**src/rtl/store_buffer.sv**
```systemverilog
// rtl/store_buffer.sv - FIFO write-back store buffer with youngest-match load forwarding
//
// Sits upstream of the data memory. Stores are queued in issue order and
// drain one per cycle whenever no load occupies the memory stage. Loads
// that hit a buffered word are served from the youngest matching entry.
// A load that the youngest entry covers only partially is stalled.
//
// Ports:
//   clk, rst_n                         clock, asynchronous active-low reset
//   st_valid, st_addr, st_data, st_sel store request (sel 00 = no-op)
//   st_ready                           buffer has a free entry
//   ld_valid, ld_addr, ld_sel          load lookup in the memory stage
//   ld_hit, ld_data, ld_stall          forwarding result
//   mem_write, mem_addr, mem_din,
//   mem_sel                            drain port to the data memory
//   empty                              no pending stores

module store_buffer #(
    parameter int DEPTH   = 4,
    parameter int WORD_AW = 10
) (
    input  logic        clk,
    input  logic        rst_n,
    input  logic        st_valid,
    input  logic [31:0] st_addr,
    input  logic [31:0] st_data,
    input  logic [1:0]  st_sel,
    output logic        st_ready,
    input  logic        ld_valid,
    input  logic [31:0] ld_addr,
    input  logic [1:0]  ld_sel,
    output logic        ld_hit,
    output logic [31:0] ld_data,
    output logic        ld_stall,
    output logic        mem_write,
    output logic [31:0] mem_addr,
    output logic [31:0] mem_din,
    output logic [1:0]  mem_sel,
    output logic        empty
);

    localparam int PTR_W = $clog2(DEPTH);
    localparam int CNT_W = PTR_W + 1;

    logic [31:0]      ent_addr [DEPTH];
    logic [31:0]      ent_data [DEPTH];
    logic [1:0]       ent_sel  [DEPTH];

    logic [PTR_W-1:0] head;
    logic [PTR_W-1:0] tail;
    logic [CNT_W-1:0] count;

    logic             enq;
    logic             deq;

    logic             match;
    logic [1:0]       m_sel;
    logic [31:0]      m_data;
    logic [PTR_W-1:0] idx;
    logic             ld_active;

    // Only the word-index bits take part in the lookup.
    logic             unused_ld_bits;
    assign unused_ld_bits = ^{ld_addr[31:WORD_AW+2], ld_addr[1:0]};

    assign st_ready  = (count < CNT_W'(DEPTH));
    assign empty     = (count == '0);
    // Loads own the memory port; draining only happens in load-free cycles.
    assign mem_write = (count != '0) && !ld_valid;
    assign mem_addr  = ent_addr[head];
    assign mem_din   = ent_data[head];
    assign mem_sel   = ent_sel[head];

    assign enq = st_valid && st_ready && (st_sel != 2'b00);
    assign deq = mem_write;

    always_ff @(posedge clk or negedge rst_n) begin
        if (!rst_n) begin
            head  <= '0;
            tail  <= '0;
            count <= '0;
        end else begin
            if (enq) tail <= tail + 1'b1;
            if (deq) head <= head + 1'b1;
            case ({enq, deq})
                2'b10:   count <= count + 1'b1;
                2'b01:   count <= count - 1'b1;
                default: count <= count;
            endcase
        end
    end

    // Entry storage needs no reset: count gates validity.
    always_ff @(posedge clk) begin
        if (enq) begin
            ent_addr[tail] <= st_addr;
            ent_data[tail] <= st_data;
            ent_sel[tail]  <= st_sel;
        end
    end

    // Walk entries oldest to youngest; the last match seen is the youngest.
    always_comb begin
        match  = 1'b0;
        m_sel  = 2'b00;
        m_data = '0;
        idx    = '0;
        for (int i = 0; i < DEPTH; i++) begin
            idx = head + PTR_W'(i);
            if ((CNT_W'(i) < count) &&
                (ent_addr[idx][WORD_AW+1:2] == ld_addr[WORD_AW+1:2])) begin
                match  = 1'b1;
                m_sel  = ent_sel[idx];
                m_data = ent_data[idx];
            end
        end
    end

    assign ld_active = ld_valid && (ld_sel != 2'b00);

    always_comb begin
        ld_hit   = ld_active && match && (m_sel >= ld_sel);
        ld_stall = ld_active && match && (m_sel <  ld_sel);
        ld_data  = '0;
        if (ld_hit) begin
            case (ld_sel)
                2'b01:   ld_data = {24'h0, m_data[7:0]};
                2'b10:   ld_data = {16'h0, m_data[15:0]};
                2'b11:   ld_data = m_data;
                default: ld_data = '0;
            endcase
        end
    end

endmodule

```
**config.mk**
```make
export PLATFORM = sky130hd
export DESIGN_NAME = store_buffer
export DESIGN_NICKNAME = d
export VERILOG_FILES = /design/src/rtl/store_buffer.sv
export SDC_FILE = /design/constraint.sdc
export NUM_CORES = 1
export LEC_CHECK = 0
export ABC_AREA = 1
export BUFFER_PORTS_ARGS = -buffer_cell sky130_fd_sc_hd__buf_2
export CAP_MARGIN = 10
export CORE_ASPECT_RATIO = 1.75
export CORE_UTILIZATION = 45
export DETAILED_ROUTE_END_ITERATION = 10
export PLACE_DENSITY_LB_ADDON = 0.05
export SLEW_MARGIN = 15
export SYNTH_ARGS = -nofsm -noshare
export SYNTH_HDL_FRONTEND = slang
export SYNTH_SLANG_ARGS = --single-unit
```
**constraint.sdc**
```tcl
create_clock -name clk -period 9.8 [get_ports clk]
set_input_delay 1.96 -clock clk [delete_from_list [all_inputs] [get_ports clk]]
set_output_delay 1.96 -clock clk [all_outputs]
set_load 0.01 [all_outputs]
```
==> results of run 1 <==
[cell usage after synthesis, types with 2 or more instances]
| library cell | instances |
|---|---|
| inv_2 | 3 |
| clkbuf_1 | 85 |
| ha_1 | 11 |
| nand4_1 | 37 |
| a22oi_1 | 22 |
| nand2_2 | 4 |
| nand3_1 | 265 |
| mux2i_1 | 2 |
| o211ai_1 | 2 |
| and2_1 | 2 |
| edfxtp_1 | 264 |
| xnor2_1 | 2 |
| inv_1 | 206 |
| nor2_4 | 2 |
| o21ai_1 | 2 |
| buf_1 | 11 |
| nor2_2 | 2 |
| a21oi_1 | 42 |
| dfrtp_1 | 7 |
| nor2_1 | 61 |
| buf_6 | 15 |
| o21ai_0 | 310 |
| buf_2 | 20 |
| nor3_1 | 2 |
| nand2_4 | 3 |
| buf_4 | 5 |
| xor2_1 | 4 |
| nand2_1 | 618 |
[critical path: cells and delay by family (launching register included)]
family	cells	cell delay, ps
AO/OA/AOI/OAI	2	360
adder cells (fa/ha/maj)	1	190
buffers and inverters	4	1910
flip-flops	1	730
AND/OR/NAND/NOR	13	2930
[cell type report]
cell class	count	area (um2)
antenna	5	12.5
clock buffer	34	681
clock inverter	12	71.3
fill	3378	17400
inverter	211	795
multi-input combinational	1399	6510
sequential	271	8110
tap	465	582
timing repair buffer	203	1060
[logic make-up after synthesis]
| family | count (synthesis) |
|---|---|
| AOI/OAI and AO/OA | 380 |
| xor gates and xnor gates | 7 |
| muxes | 2 |
| and+or+nand+nor | 999 |
| buffers and inverters | 347 |
| DFF | 271 |
| adders and majority gates | 11 |
[flip-flops by register name (all words and copies together) (netlist names)]
register,count
count,3
ent_addr,128
ent_data,128
ent_sel,8
head,2
tail,2
[through the flow]
| stage | std cells | cell area (um2) | hold WS, ps | power (mW) | worst slack [ps] |
|---|---|---|---|---|---|
| after floorplan | 2017 | 16000 | 514 | 3.32 | 3550 |
| after global placement | 2549 | 17100 | 574 | 3.95 | 1790 |
| after detailed placement | 2549 | 17100 | 580 | 4.00 | 1670 |
| after CTS | 2595 | 17800 | 596 | 4.92 | 1080 |
| after global routing | 2598 | 17800 | 632 | 5.29 | 636 |
| final | 2600 | 17800 | 600 | 4.87 | 1110 |
[power breakdown]
part	total, mW	switching (mW)	internal [mW]
Combinational	2.40	1.70	0.698
Sequential	1.56	0.127	1.43
Clock	0.918	0.430	0.489
[layout by cell type (no fill, tap or decap), types with 3 or more instances in the layout]
master / synthesis / final
clkbuf_16: 0 / 26
nand4_1: 37 / 37
dfrtp_1: 7 / 5
ha_1: 11 / 11
a22oi_1: 22 / 22
buf_2: 20 / 184
nand2_2: 4 / 4
clkinv_2: 0 / 3
inv_1: 206 / 206
o21ai_0: 310 / 310
nand2_1: 618 / 618
clkbuf_1: 85 / 8
nor2_4: 2 / 9
nor2_1: 61 / 54
inv_2: 3 / 3
edfxtp_1: 264 / 264
a21oi_1: 42 / 42
clkinv_1: 1 / 7
xor2_1: 4 / 4
nand2_4: 3 / 3
diode_2: 0 / 5
buf_4: 5 / 19
nand3_1: 265 / 263
[routing by layer]
layer,vias to the layer above,global-route usage,routed length (um)
li1,6979,-,-
met5,-,0,53
met2,362,0.458,23800
met3,74,0.0340,2280
met1,6536,0.290,17700
met4,8,0.102,1360
[worst paths after layout]
path	from	endpoint	slack, ps	cells after the start
worst max register to register	count[2]	ent_data[2][17]	7140	5
max in group asynchronous	rst_n	head[0]	8350	1
min in group asynchronous	rst_n	count[2]	1240	1
worst min-delay path	count[1]	count[1]	600	2
worst min register to register	count[1]	count[1]	600	2
worst max-delay path	head[0]	ld_data[6]	1110	20
==> flow_summary.toml, run 1 <==
[run_status]
status = "completed"

[floorplan]
fp.coreArea_um2 = 35200
boundaryPins = 207
die_y_um = 252
die_x_um = 145
row_count = 91
die-area_um2 = 36400
initial_core_util = 0.455

[drt]
dr.pass1.iters = 5
post_drt_via_cell_ratio = 5.37
post-route-drc-count = 0
drt_iter0_markers = 816
avgRoutedWirePerCell_um = 17.4
vias = 14000
finalWirelength_um = 45200
drt.antenna.violating_nets = 0

[sta]
skew_ps = 12.8
rsz0062_at_grt = "false"
fin_crit_ps = 8690
max_freq_mhz = 115
setup_viol = 0
tightest_slew_ps = 1090
period_share = 0.887
slew_viol_final = 0
setup_tns_ps = 0
hold_viol = 0
maxSlewHeadroom = 0.275

[synth]
async_reset_ff_frac = 0.0258
yosysTopAreaCellShare = 0.495
synth_fa_ha_area_frac = 0.00860
syn_nets = 2132
yosys.area_share.simple = 0.266
netlist_instances = 2017
syn-cell-area_um2 = 16000
synth_edf_count = 264
synth-compound-area-share = 0.123
avgSynthCellArea_um2 = 7.94
synth_top_family_by_area = "simple AND/OR/NAND/NOR gates"
yosysTopAreaCell = "edfxtp_1"
synthTopCellsByArea = "edfxtp_1 (50%), nand2_1 (14%), o21ai_0 (9.7%)"
yosysWarnings = 0
yosysSeqAreaShare = 0.506
ys_ff_latch = 271
synth-xor-area-share = 0.00430
synth_ff_type = "edfxtp_1"
synthMuxAreaShare = 0.00125
yosysUniqueCellTypes = 36

[global_routing]
grt_max_degree = 101
grt_pass1_vias = 13100
grt_overflow_total = 0
track_usage = 0.251
antenna_found_initial = 8
grt_pass1_wl_um = 69300

[placed_design]
port_buffers = 184
hpwl_um = 28100
gp_congestion = 0.871

[pwr]
ir_drop_mv = 0.177
p_leak_nw = 7.63
p_per_area_nw_per_um2 = 273

[clock_tree]
cts_hold_buf = 0
h-tree-depth = 1
cts_root_buffer = "clkbuf_16"
postCtsSetupBuffers = 0
cts_buffers = 26
cts_resized = 0
cts_tree = "done"
clk_path_buf_depth = 3
cts.sinks = 271
clk-insertion-delay-late_ps = 570
clkTransAtPathRegs_ps = 60

[worst_setup_path]
cp-start-kind = "register"
crit_path_max_fanout = 94
crit_path_top_delay_cell = "buf_4"
worst_ep_arrival_time_ps = 6730
critical_path_class = "reg -> out"
required_ps = 7840
path_cells = "buf_4, buf_4, o21ai_0, nand2_1, nand2_1, nand2_1, nand3b_1, nor2_1, nand3_4, or2_2, nand3_1, a21oi_1, ha_1, nor2_1, nor2_1, nand2_1, buf_4, nand4_1, nor2_1, buf_2"
max_stage_delay_ps = 750
end_kind = "output port"

[run]
maxCapViolations = 0

[final_layout]
drive_gt1_frac = 0.124
area_growth_pct = 11.3
nets = 2227
fin_util = 0.507

[hold_path]
hold_class = "reg -> reg"
No activity file was read; power rests on OpenSTA's default activity.
==> run 2, diff against run 1 <==
--- a/config.mk
+++ b/config.mk
@@ -5,7 +5,6 @@
 export SDC_FILE = /design/constraint.sdc
 export NUM_CORES = 1
 export LEC_CHECK = 0
-export ABC_AREA = 1
 export BUFFER_PORTS_ARGS = -buffer_cell sky130_fd_sc_hd__buf_2
 export CAP_MARGIN = 10
 export CORE_ASPECT_RATIO = 1.75
==> run 2 against run 1 <==
  * Via count fell by 24%
  * Core utilization rose by 1.1 points
  * Critical path depth fell by 4
  * Highest routed layer unchanged
  * Total power fell by 6.8%
  * Largest power group unchanged
  * Register-to-register slack improved by 40 ps
  * Critical path type is now in -> out
==> flow_summary.toml, run 2 <==
[sta]
setup_slack_ps = 1320
setup_viol = 0
whs_ps = 586
hold_viol = 0
setup_tns_ps = 0
rsz0062_at_grt = "false"
tightest_slew_ps = 1160
period_share = 0.866
max_freq_mhz = 118
slew_viol_final = 0
maxSlewHeadroom = 0.227
skew_ps = 26.8
fin_crit_ps = 8480

[floorplan]
fp.coreArea_um2 = 33000
die_x_um = 141
die_y_um = 245
die-area_um2 = 34400
boundaryPins = 207
initial_core_util = 0.458
row_count = 88

[final_layout]
design_area_um2 = 17100
multi_input_area_um2 = 6470
reg_top3 = "ent_addr (128), ent_data (128), ent_sel (8)"
seqCellArea_um2 = 8110
final_common_cell = "edfxtp_1"
area_growth_pct = 13.0
drive_gt1_frac = 0.275
nFillCells = 2919
fin_util = 0.517
fin_cells = 1687
nets = 1374
final_cell_mix = "edfxtp_1 (264), buf_2 (184), mux2i_1 (159), a31oi_1 (70), o2111ai_1 (52)"

[drt]
avgRoutedWirePerCell_um = 25.0
drt.antenna.violating_nets = 0
post-route-drc-count = 0
dr.pass1.iters = 7
vias = 10600
finalWirelength_um = 42200
post_drt_via_cell_ratio = 6.30
drt_iter0_markers = 616

[synth]
yosysUniqueCellTypes = 70
ys_ff_latch = 271
syn_nets = 1256
yosysWarnings = 0
netlist_instances = 1141
ys_top_cells_by_count = "edfxtp_1 (264), mux2i_1 (159), clkbuf_1 (72), a31oi_1 (70), o2111ai_1 (52)"
synth_ff_type = "edfxtp_1"
yosysSeqAreaShare = 0.536
synth_edf_count = 264
synthTopCellsByArea = "edfxtp_1 (52%), mux2i_1 (11%), mux4_2 (5.2%)"
syn-cell-area_um2 = 15100
synth_most_common_cell = "edfxtp_1"
async_reset_ff_frac = 0.0258
yosysTopAreaCell = "edfxtp_1"
yosysTopAreaCellShare = 0.524
avgSynthCellArea_um2 = 13.3

[clock_tree]
cts_tree = "done"
clkTransAtPathRegs_ps = 60
cts_hold_buf = 0
cts.sinks = 271
h-tree-depth = 1
cts_root_buffer = "clkbuf_16"
cts_resized = 0
cts_buffers = 26
clk_path_buf_depth = 3
clk-insertion-delay-late_ps = 560
postCtsSetupBuffers = 0

[worst_setup_path]
cp-start-kind = "input port"
end_kind = "output port"
ff2ff_setup_slack_ps = 7180
critical_path_class = "in -> out"
crit_path_max_fanout = 51
worst_ep_arrival_time_ps = 6520
required_ps = 7840

[hold_path]
hold_class = "reg -> reg"

[global_routing]
antenna_found_initial = 6
grt_pass1_vias = 10900
track_usage = 0.246
grt_overflow_total = 0
grt_max_degree = 69
grt_pass1_wl_um = 63500

[placed_design]
gp_congestion = 0.876
hpwl_um = 25700
port_buffers = 184
post_dp_cell_area_um2 = 16200
dp.cells = 1636
place_ws_ps = 1330

[run_status]
status = "completed"

[pwr]
ir_drop_mv = 0.166
finalPower_mw = 4.54
p_per_area_nw_per_um2 = 266
p_leak_nw = 5.97

[run]
maxCapViolations = 0
## run 2: changes by cell type after synthesis, sizes merged, moves of 35 or more
cell / before / now
a31oi: 0 / 70
inv: 210 / 12
mux2i: 2 / 160
mux4: 0 / 35
nand2: 625 / 31
nand3: 266 / 36
o2111ai: 0 / 52
o21ai: 312 / 24
## run 2: per-layer routing
layer,global-route usage,share of wire
met2,0.449,0.52
met3,0.0392,0.055
met4,0.124,0.046
met5,0,0.0014
met1,0.275,0.38
## run 2: where the power goes
group	switching, mW	internal (mW)	total (mW)
registers	0.141	1.41	1.55
clock network	0.448	0.569	1.02
logic	1.17	0.796	1.97
total	1.76	2.78	4.54
## run 2: path summary, 6_finish.rpt
kind	start	endpoint	cells past startpoint
worst max-delay path	ld_addr[3]	ld_data[31]	16
worst max register to register	count[2]	ent_addr[3][7]	4
worst min register to register	count[1]	count[1]	2
min in group asynchronous	rst_n	tail[0]	1
max in group asynchronous	rst_n	head[0]	1
worst min-delay path	count[1]	count[1]	2
## run 2: logic make-up (layout without fill, tap and decap cells)
kind of cell             Yosys count  after routing  share of synthesized area
adder cells (fa/ha/maj)           11             11                    0.00910
other                              0              3                          0
AO/OA/AOI/OAI                    280            280                      0.148
XOR/XNOR                          49             49                     0.0284
buffers and inverters            129            267                     0.0392
AND/OR/NAND/NOR                  179            179                     0.0606
flip-flops                       271            271                      0.536
multiplexers                     222            222                      0.179
## run 2: critical path: stages
cell and delay (ps):
buf_2 170, and2_1 170, a22o_1 230, or4_1 590, a221oi_4 250, buf_4 620, a22oi_2 420, a22o_1 320
ha_1 260, nand2b_1 90, a21oi_1 80, nor2_1 150, nand2_1 70, a31o_2 450, a221oi_1 470, buf_2 220
## run 2: layout make-up
type / instances / share of cell area
inverter: 12 / 0.00271
clock inverter: 21 / 0.0121
multi-input combinational: 741 / 0.378
tap: 405 / 0.0296
clock buffer: 27 / 0.0383
timing repair buffer: 207 / 0.0640
antenna: 3 / 0.000439
sequential: 271 / 0.474
